## src/rtl/data_cache_pkg.sv

```systemverilog
// data_cache_pkg: shared definitions for the data cache.
//   - state_t: controller states (IDLE, WRITEBACK, ALLOCATE, WAIT_FILL)
//   - default geometry (line size, set count)
//   - address-field width helpers (offset, word select, index, tag)
package data_cache_pkg;

  typedef enum logic [1:0] {
    IDLE      = 2'd0,
    WRITEBACK = 2'd1,
    ALLOCATE  = 2'd2,
    WAIT_FILL = 2'd3
  } state_t;

  localparam int DEF_LINE_BYTES = 16;
  localparam int DEF_NUM_SETS   = 16;
  localparam int WORD_BYTES     = 4;
  localparam int ADDR_W         = 32;

  function automatic int offset_w(input int line_bytes);
    return $clog2(line_bytes);
  endfunction

  function automatic int word_sel_w(input int line_bytes);
    return $clog2(line_bytes / WORD_BYTES);
  endfunction

  function automatic int index_w(input int num_sets);
    return $clog2(num_sets);
  endfunction

  function automatic int tag_w(input int line_bytes, input int num_sets);
    return ADDR_W - offset_w(line_bytes) - index_w(num_sets);
  endfunction

endpackage

```

## src/rtl/data_cache_array.sv

```systemverilog
// data_cache_array: per-set valid/dirty/tag/line storage.
// Ports:
//   clk, reset          clock, synchronous active-high reset (clears valid/dirty)
//   rd_index            combinational read select -> rd_valid/rd_dirty/rd_tag/rd_line
//   wr_en/wr_index/wr_word/wr_data   single-word store, marks the set dirty
//   fill_en/fill_index/fill_tag/fill_line   full-line install, valid=1 dirty=0
//   clean_en/clean_index                     clears dirty after a writeback
module data_cache_array
  import data_cache_pkg::*;
#(
  parameter int LINE_BYTES = DEF_LINE_BYTES,
  parameter int NUM_SETS   = DEF_NUM_SETS
) (
  input  logic                                  clk,
  input  logic                                  reset,
  input  logic [index_w(NUM_SETS)-1:0]          rd_index,
  output logic                                  rd_valid,
  output logic                                  rd_dirty,
  output logic [tag_w(LINE_BYTES,NUM_SETS)-1:0] rd_tag,
  output logic [LINE_BYTES*8-1:0]               rd_line,
  input  logic                                  wr_en,
  input  logic [index_w(NUM_SETS)-1:0]          wr_index,
  input  logic [word_sel_w(LINE_BYTES)-1:0]     wr_word,
  input  logic [31:0]                           wr_data,
  input  logic                                  fill_en,
  input  logic [index_w(NUM_SETS)-1:0]          fill_index,
  input  logic [tag_w(LINE_BYTES,NUM_SETS)-1:0] fill_tag,
  input  logic [LINE_BYTES*8-1:0]               fill_line,
  input  logic                                  clean_en,
  input  logic [index_w(NUM_SETS)-1:0]          clean_index
);

  localparam int TAG_W = tag_w(LINE_BYTES, NUM_SETS);

  logic [NUM_SETS-1:0]     valid_q;
  logic [NUM_SETS-1:0]     dirty_q;
  logic [TAG_W-1:0]        tag_q  [NUM_SETS];
  logic [LINE_BYTES*8-1:0] data_q [NUM_SETS];

  assign rd_valid = valid_q[rd_index];
  assign rd_dirty = dirty_q[rd_index];
  assign rd_tag   = tag_q[rd_index];
  assign rd_line  = data_q[rd_index];

  always_ff @(posedge clk) begin
    if (reset) begin
      valid_q <= '0;
      dirty_q <= '0;
    end else begin
      if (clean_en) dirty_q[clean_index] <= 1'b0;
      if (fill_en) begin
        valid_q[fill_index] <= 1'b1;
        dirty_q[fill_index] <= 1'b0;
      end
      if (wr_en) dirty_q[wr_index] <= 1'b1;
    end
  end

  // Tag/data contents are don't-care after reset, so no reset here.
  always_ff @(posedge clk) begin
    if (fill_en) begin
      tag_q[fill_index]  <= fill_tag;
      data_q[fill_index] <= fill_line;
    end
    if (wr_en) data_q[wr_index][32*int'(wr_word) +: 32] <= wr_data;
  end

endmodule

```

## src/rtl/data_cache.sv

```systemverilog
// data_cache: direct-mapped, write-back, write-allocate data cache.
// Ports:
//   clk, reset                     clock, synchronous active-high reset
//   is_input_valid/addr/mem_read/mem_write/din   MEM-stage request
//   is_ready/is_output_valid/dout/is_hit         MEM-stage response
//   mem_req_* / mem_resp_*          line-wide valid/ready backing-memory port
//   hit_count/miss_count            present only with DCACHE_STATS_EN defined
//
// state     | meaning
// IDLE      | accept requests; hits complete combinationally; also replay cycle
// WRITEBACK | posting dirty victim line to memory
// ALLOCATE  | issuing line read for the missed address
// WAIT_FILL | waiting for refill data; install it, then replay in IDLE
module data_cache
  import data_cache_pkg::*;
#(
  parameter int LINE_BYTES = DEF_LINE_BYTES,
  parameter int NUM_SETS   = DEF_NUM_SETS
) (
  input  logic                    clk,
  input  logic                    reset,
  input  logic                    is_input_valid,
  input  logic [31:0]             addr,
  input  logic                    mem_read,
  input  logic                    mem_write,
  input  logic [31:0]             din,
  output logic                    is_ready,
  output logic                    is_output_valid,
  output logic [31:0]             dout,
  output logic                    is_hit,
  output logic                    mem_req_valid,
  output logic                    mem_req_we,
  output logic [31:0]             mem_req_addr,
  output logic [LINE_BYTES*8-1:0] mem_req_wdata,
  input  logic                    mem_req_ready,
  input  logic                    mem_resp_valid,
  input  logic [LINE_BYTES*8-1:0] mem_resp_data
`ifdef DCACHE_STATS_EN
  ,
  output logic [31:0]             hit_count,
  output logic [31:0]             miss_count
`endif
);

  localparam int OFF_W  = offset_w(LINE_BYTES);
  localparam int WSEL_W = word_sel_w(LINE_BYTES);
  localparam int IDX_W  = index_w(NUM_SETS);
  localparam int TAG_W  = tag_w(LINE_BYTES, NUM_SETS);
  localparam int LINE_W = LINE_BYTES * 8;

  state_t state, state_next;

  // replay marks the IDLE cycle right after a fill, when the latched
  // request is looked up again instead of the live inputs.
  logic        replay;
  logic [31:0] req_addr;
  logic [31:0] req_din;
  logic        req_read;
  logic        req_write;

  logic [31:0] lk_addr;
  logic [31:0] lk_din;
  logic        lk_read, lk_write, lk_valid;
  logic [IDX_W-1:0]  lk_index, req_index, rd_index;
  logic [TAG_W-1:0]  lk_tag, req_tag;
  logic [WSEL_W-1:0] lk_word;

  logic              rd_valid, rd_dirty, lk_match;
  logic [TAG_W-1:0]  rd_tag;
  logic [LINE_W-1:0] rd_line;

  logic latch_en, wr_en, fill_en, clean_en, miss_start;
  logic unused_bits;

  assign lk_addr  = replay ? req_addr  : addr;
  assign lk_din   = replay ? req_din   : din;
  assign lk_read  = replay ? req_read  : mem_read;
  assign lk_write = replay ? req_write : mem_write;
  assign lk_valid = replay | is_input_valid;

  assign lk_index  = lk_addr[OFF_W +: IDX_W];
  assign lk_tag    = lk_addr[31 -: TAG_W];
  assign lk_word   = lk_addr[2 +: WSEL_W];
  assign req_index = req_addr[OFF_W +: IDX_W];
  assign req_tag   = req_addr[31 -: TAG_W];

  // Outside IDLE the array is addressed by the latched request (victim read).
  assign rd_index = (state == IDLE) ? lk_index : req_index;
  assign lk_match = rd_valid && (rd_tag == lk_tag);
  assign is_ready = (state == IDLE);

  assign unused_bits = ^{lk_addr[1:0], req_addr[1:0]};

  data_cache_array #(
    .LINE_BYTES (LINE_BYTES),
    .NUM_SETS   (NUM_SETS)
  ) u_array (
    .clk         (clk),
    .reset       (reset),
    .rd_index    (rd_index),
    .rd_valid    (rd_valid),
    .rd_dirty    (rd_dirty),
    .rd_tag      (rd_tag),
    .rd_line     (rd_line),
    .wr_en       (wr_en),
    .wr_index    (lk_index),
    .wr_word     (lk_word),
    .wr_data     (lk_din),
    .fill_en     (fill_en),
    .fill_index  (req_index),
    .fill_tag    (req_tag),
    .fill_line   (mem_resp_data),
    .clean_en    (clean_en),
    .clean_index (req_index)
  );

  always_comb begin
    state_next      = state;
    is_output_valid = 1'b0;
    is_hit          = 1'b0;
    dout            = '0;
    mem_req_valid   = 1'b0;
    mem_req_we      = 1'b0;
    mem_req_addr    = '0;
    mem_req_wdata   = '0;
    latch_en        = 1'b0;
    miss_start      = 1'b0;
    wr_en           = 1'b0;
    fill_en         = 1'b0;
    clean_en        = 1'b0;
    case (state)
      IDLE: begin
        if (lk_valid) begin
          if (!lk_read && !lk_write) begin
            is_output_valid = 1'b1;
            is_hit          = 1'b1;
          end else if (lk_match) begin
            is_output_valid = 1'b1;
            is_hit          = !replay;
            wr_en           = lk_write;
            if (!lk_write) dout = rd_line[32*int'(lk_word) +: 32];
          end else begin
            latch_en   = 1'b1;
            miss_start = 1'b1;
            state_next = (rd_valid && rd_dirty) ? WRITEBACK : ALLOCATE;
          end
        end
      end
      WRITEBACK: begin
        mem_req_valid = 1'b1;
        mem_req_we    = 1'b1;
        mem_req_addr  = {rd_tag, req_index, {OFF_W{1'b0}}};
        mem_req_wdata = rd_line;
        if (mem_req_ready) begin
          clean_en   = 1'b1;
          state_next = ALLOCATE;
        end
      end
      ALLOCATE: begin
        mem_req_valid = 1'b1;
        mem_req_addr  = {req_addr[31:OFF_W], {OFF_W{1'b0}}};
        if (mem_req_ready) state_next = WAIT_FILL;
      end
      WAIT_FILL: begin
        if (mem_resp_valid) begin
          fill_en    = 1'b1;
          state_next = IDLE;
        end
      end
      default: state_next = IDLE;
    endcase
  end

  always_ff @(posedge clk) begin
    if (reset) begin
      state  <= IDLE;
      replay <= 1'b0;
    end else begin
      state  <= state_next;
      replay <= (state == WAIT_FILL) && mem_resp_valid;
    end
  end

  always_ff @(posedge clk) begin
    if (latch_en) begin
      req_addr  <= addr;
      req_din   <= din;
      req_read  <= mem_read;
      req_write <= mem_write;
    end
  end

`ifdef DCACHE_STATS_EN
  always_ff @(posedge clk) begin
    if (reset) begin
      hit_count  <= '0;
      miss_count <= '0;
    end else begin
      if (is_output_valid && is_hit && (lk_read || lk_write)) hit_count <= hit_count + 32'd1;
      if (miss_start) miss_count <= miss_count + 32'd1;
    end
  end
`endif

endmodule

```

## config.mk

```make
export PLATFORM = sky130hd
export DESIGN_NAME = data_cache
export DESIGN_NICKNAME = d
export VERILOG_FILES = /design/src/rtl/data_cache_pkg.sv /design/src/rtl/data_cache_array.sv /design/src/rtl/data_cache.sv
export SDC_FILE = /design/constraint.sdc
export NUM_CORES = 2
export LEC_CHECK = 0
export ABC_AREA = 1
export CAP_MARGIN = 20
export CORE_MARGIN = 10
export CORE_UTILIZATION = 57
export CTS_BUF_LIST = sky130_fd_sc_hd__clkbuf_8
export CTS_CLUSTER_DIAMETER = 100
export CTS_CLUSTER_SIZE = 16
export DETAILED_ROUTE_END_ITERATION = 7
export PLACE_DENSITY_LB_ADDON = 0.2
export SKIP_LAST_GASP = 1
export SYNTH_ARGS = -nofsm -noshare
export SYNTH_HDL_FRONTEND = slang
export SYNTH_SLANG_ARGS = --single-unit
```

## constraint.sdc

```tcl
create_clock -name clk -period 5.7 [get_ports clk]
set_clock_uncertainty 0.05 [all_clocks]
set_input_delay 1.14 -clock clk [delete_from_list [all_inputs] [get_ports clk]]
set_output_delay 1.14 -clock clk [all_outputs]
set_load 0.01 [all_outputs]
```

==> flow_summary.json <==
{
  "setup_viol": 0,
  "synth-seq-area-share": 0.712,
  "io_buffers": 389,
  "synth_fa_ha_area_frac": 0.00118,
  "synth_compound_area_frac": 0.122,
  "clk_pin_slew_ns": 0.10,
  "clock-sinks": 2531,
  "drc": 0,
  "cts_tree": "built",
  "core_area_mm2": 0.185,
  "fmax_ghz": 0.176,
  "syn_avg_cell_area_um2": 12.2,
  "placed_cells": 12000,
  "ff_latch_area_mm2": 0.0757,
  "setup_ws_ns": 0.0107,
  "r2r-start": "replay",
  "first_pass_iters": 8,
  "slew_headroom": 0.157,
  "synth.distinct_cells": 40,
  "p_leak_nw": 45.9,
  "cap_viol_max_count": 0,
  "gp_congestion": 0.969,
  "r2r_cells": 29,
  "yosysWarningCount": 0,
  "overflow": 0,
  "drive_above_1_share": 0.213,
  "fp-row-count": 158,
  "synth.mux.area_fraction": 0.000660,
  "power_density_mw_per_mm2": 512,
  "start_kind": "flip-flop",
  "ant_nets": 0,
  "multiInputGateArea_mm2": 0.0282,
  "synth_area_mm2": 0.106,
  "post_drt_wl_per_cell_um": 30.0,
  "initial_core_util": 0.573,
  "hold_viol": 0,
  "synth_edf_count": 2496,
  "post-place-ws_ns": -0.621,
  "hp-start": "u_array.valid_q[9]",
  "async_flop_share": 0,
  "htreeDepth": 4,
  "crit_path_end_kind": "output pin",
  "die_h_um": 452,
  "hold_path.class": "reg -> reg",
  "clock_latency_ns": 1.03,
  "cts.path.max_buffers": 3,
  "setup-tns-final_ns": 0,
  "hold_path_end": "u_array.valid_q[9]",
  "fin_cells": 12400,
  "routed_wl_um": 372000,
  "drt_iter0_markers": 12200,
  "dieArea_mm2": 0.204,
  "rsz0062_at_grt": "yes",
  "vias": 80600,
  "status": "complete, no violations",
  "slew_viol_final": 0,
  "area_delta_synth_final_pct": 22.8,
  "grt_pass1_wl_um": 519000,
  "min_path_cells": 1,
  "synthXorXnorAreaFrac": 0,
  "grt_pass1_vias": 76200,
  "synth_top_family_by_area": "compound AO/OA/AOI/OAI gates",
  "synth_cells": 8731,
  "period_share": 0.998,
  "arrival_ns": 4.50,
  "rrSetupSlack_ns": 0.64,
  "crit_required_ns": 4.51,
  "synth_flop_cell": "edfxtp_1",
  "crit_type": "reg -> out",
  "crit_start": "state[0]",
  "max-vdd-ir-drop_mv": 0.483,
  "grt_antenna_before_repair": 25,
  "ys_seq_elements": 2531,
  "n_fill_cell": 12500,
  "final_nets": 10100,
  "grt.total_usage": 0.348,
  "r2r-end": "u_array.data_q[8][72]",
  "worstPathMaxFanout": 8,
  "grt_max_degree": 133,
  "finalCriticalPeriod_ns": 5.69,
  "fin_util": 0.703,
  "num_io_pins": 396,
  "post-dp-hpwl_um": 228000,
  "worst_pin_slew_ns": 1.26,
  "cts_made_buffers": 176,
  "dieWidth_um": 452,
  "synth-simple-area-share": 0.122,
  "cts_root_buffer": "clkbuf_8",
  "viasPerCell": 6.50
}
[registers in the layout (all words and copies together) (netlist names)]
name             flops
req_read             1
replay               1
req_addr            30
u_array.data_q    2048
req_write            1
req_din             32
u_array.valid_q     16
u_array.dirty_q     16
u_array.tag_q      384
state                2
[cells in the final DEF (no fill, tap or decap), types with 93 or more instances in the layout]
master           Yosys  layout
nor2_4               1     110
o21ai_0           1165    1154
nand3_1            621     548
buf_4               26     736
nor3_1             132      93
o221ai_1           257     252
nand2_1            845     800
edfxtp_1          2496    2496
buf_12               0     297
a31oi_1            128     105
clkdlybuf4s50_1      0     294
clkbuf_8             0     177
inv_1              419     447
nor2_1            1431    1310
o221a_2            256     256
[metrics by stage]
stage / hold WS [ns] / power (mW) / cell area [µm²]
after floorplan: 0.391 / 36.1 / 106000
after global placement: 0.396 / 51.3 / 123000
after detailed placement: 0.404 / 52.0 / 123000
after CTS: 0.429 / 63.8 / 128000
after global routing: 0.449 / 68.6 / 130000
final: 0.428 / 66.8 / 130000
[kinds of logic (layout without fill, tap and decap cells)]
kind of cell | count (synthesis) | in the layout
AND/OR/NAND/NOR | 3114 | 3117
flip-flops | 2531 | 2531
AO/OA/AOI/OAI | 1984 | 1984
buffers and inverters | 1084 | 2238
adder cells (fa/ha/maj) | 10 | 10
multiplexers | 7 | 7
other | 1 | 24
[worst max-delay path: stages, from the launching register on]
cell,delay [ns]
dfxtp_4,0.37
inv_6,0.07
ha_4,0.23
inv_8,0.06
nand2_8,0.13
buf_6,0.14
nand2_8,0.12
clkbuf_16,0.19
nand2_2,0.06
nand3_1,0.08
nand3_2,0.09
nand3_2,0.09
buf_6,0.13
nand3b_1,0.16
nand2_1,0.10
nor2_1,0.13
nand2_2,0.08
nor2_4,0.12
nand2_4,0.09
nor2_4,0.12
nand4_1,0.10
buf_6,0.17
buf_12,0.16
buf_8,0.15
nor2_1,0.12
buf_2,0.16
[timing repair]
action                                  in CTS  in global routing
endpoints found under the setup margin     162                115
resized for setup                          368                310
pin swaps                                   18                 70
buffers inserted                            63                 39
gates cloned                                47                 19
hold buffers                                 0                  0
[worst max-delay path by stage]
stage | endpoint | slack, ns | depth (start not counted)
floorplan | u_array.data_q[10][100] | 0.49 | 21
global placement | dout[6] | -0.59 | 19
detailed placement | dout[6] | -0.62 | 19
CTS | dout[26] | -0.11 | 23
global route | dout[26] | -0.12 | 25
finish | dout[26] | 0.01 | 25
[layout make-up]
class / instances / area share
Sequential cell: 2531 / 0.580
Multi-Input combinational cell: 5122 / 0.216
Timing Repair Buffer: 1579 / 0.146
Tap cell: 2480 / 0.0238
Clock buffer: 177 / 0.0187
Inverter: 430 / 0.0128
Clock inverter: 51 / 0.00224
Antenna cell: 20 / 0.000384
Timing Repair inverter: 1 / 0.0000863
[metal layers]
metal  vias to the layer above  track usage  part of all wire
li1                      34100            -                 -
met1                     39200        0.431              0.34
met2                      6078        0.525              0.45
met3                      1204       0.0925              0.13
met4                        20        0.263             0.088
met5                         -            0           0.00041
[power by group]
group	switching, mW	internal (mW)	leakage (nW)
clock network	5.66	2.87	1.53
logic	22.6	14.7	21.7
registers	0.191	20.7	22.7
total	28.5	38.3	45.9
[synth_stat cells, types with 3 or more instances]
cell	n	area (µm²)
a21oi_1	47	235
a221oi_1	3	26.3
a31oi_1	128	801
buf_1	36	135
buf_2	81	405
buf_4	26	195
buf_6	28	315
clkbuf_1	483	1810
dfxtp_1	35	701
edfxtp_1	2496	75000
ha_1	10	125
inv_1	419	1570
inv_2	10	37.5
mux2i_1	7	70.1
nand2_1	845	3170
nand2_2	4	25.0
nand3_1	621	3110
nand3_2	3	30.0
nand3b_1	42	315
nor2_1	1431	5370
nor2_2	9	56.3
nor3_1	132	661
o211ai_1	4	30.0
o21a_1	15	113
o21ai_0	1165	5830
o21ai_1	20	100
o21ai_2	51	447
o221a_2	256	2880
o221ai_1	257	2250
o22ai_1	33	206
or2_2	21	131
No activity file was read; power rests on OpenSTA's default activity.
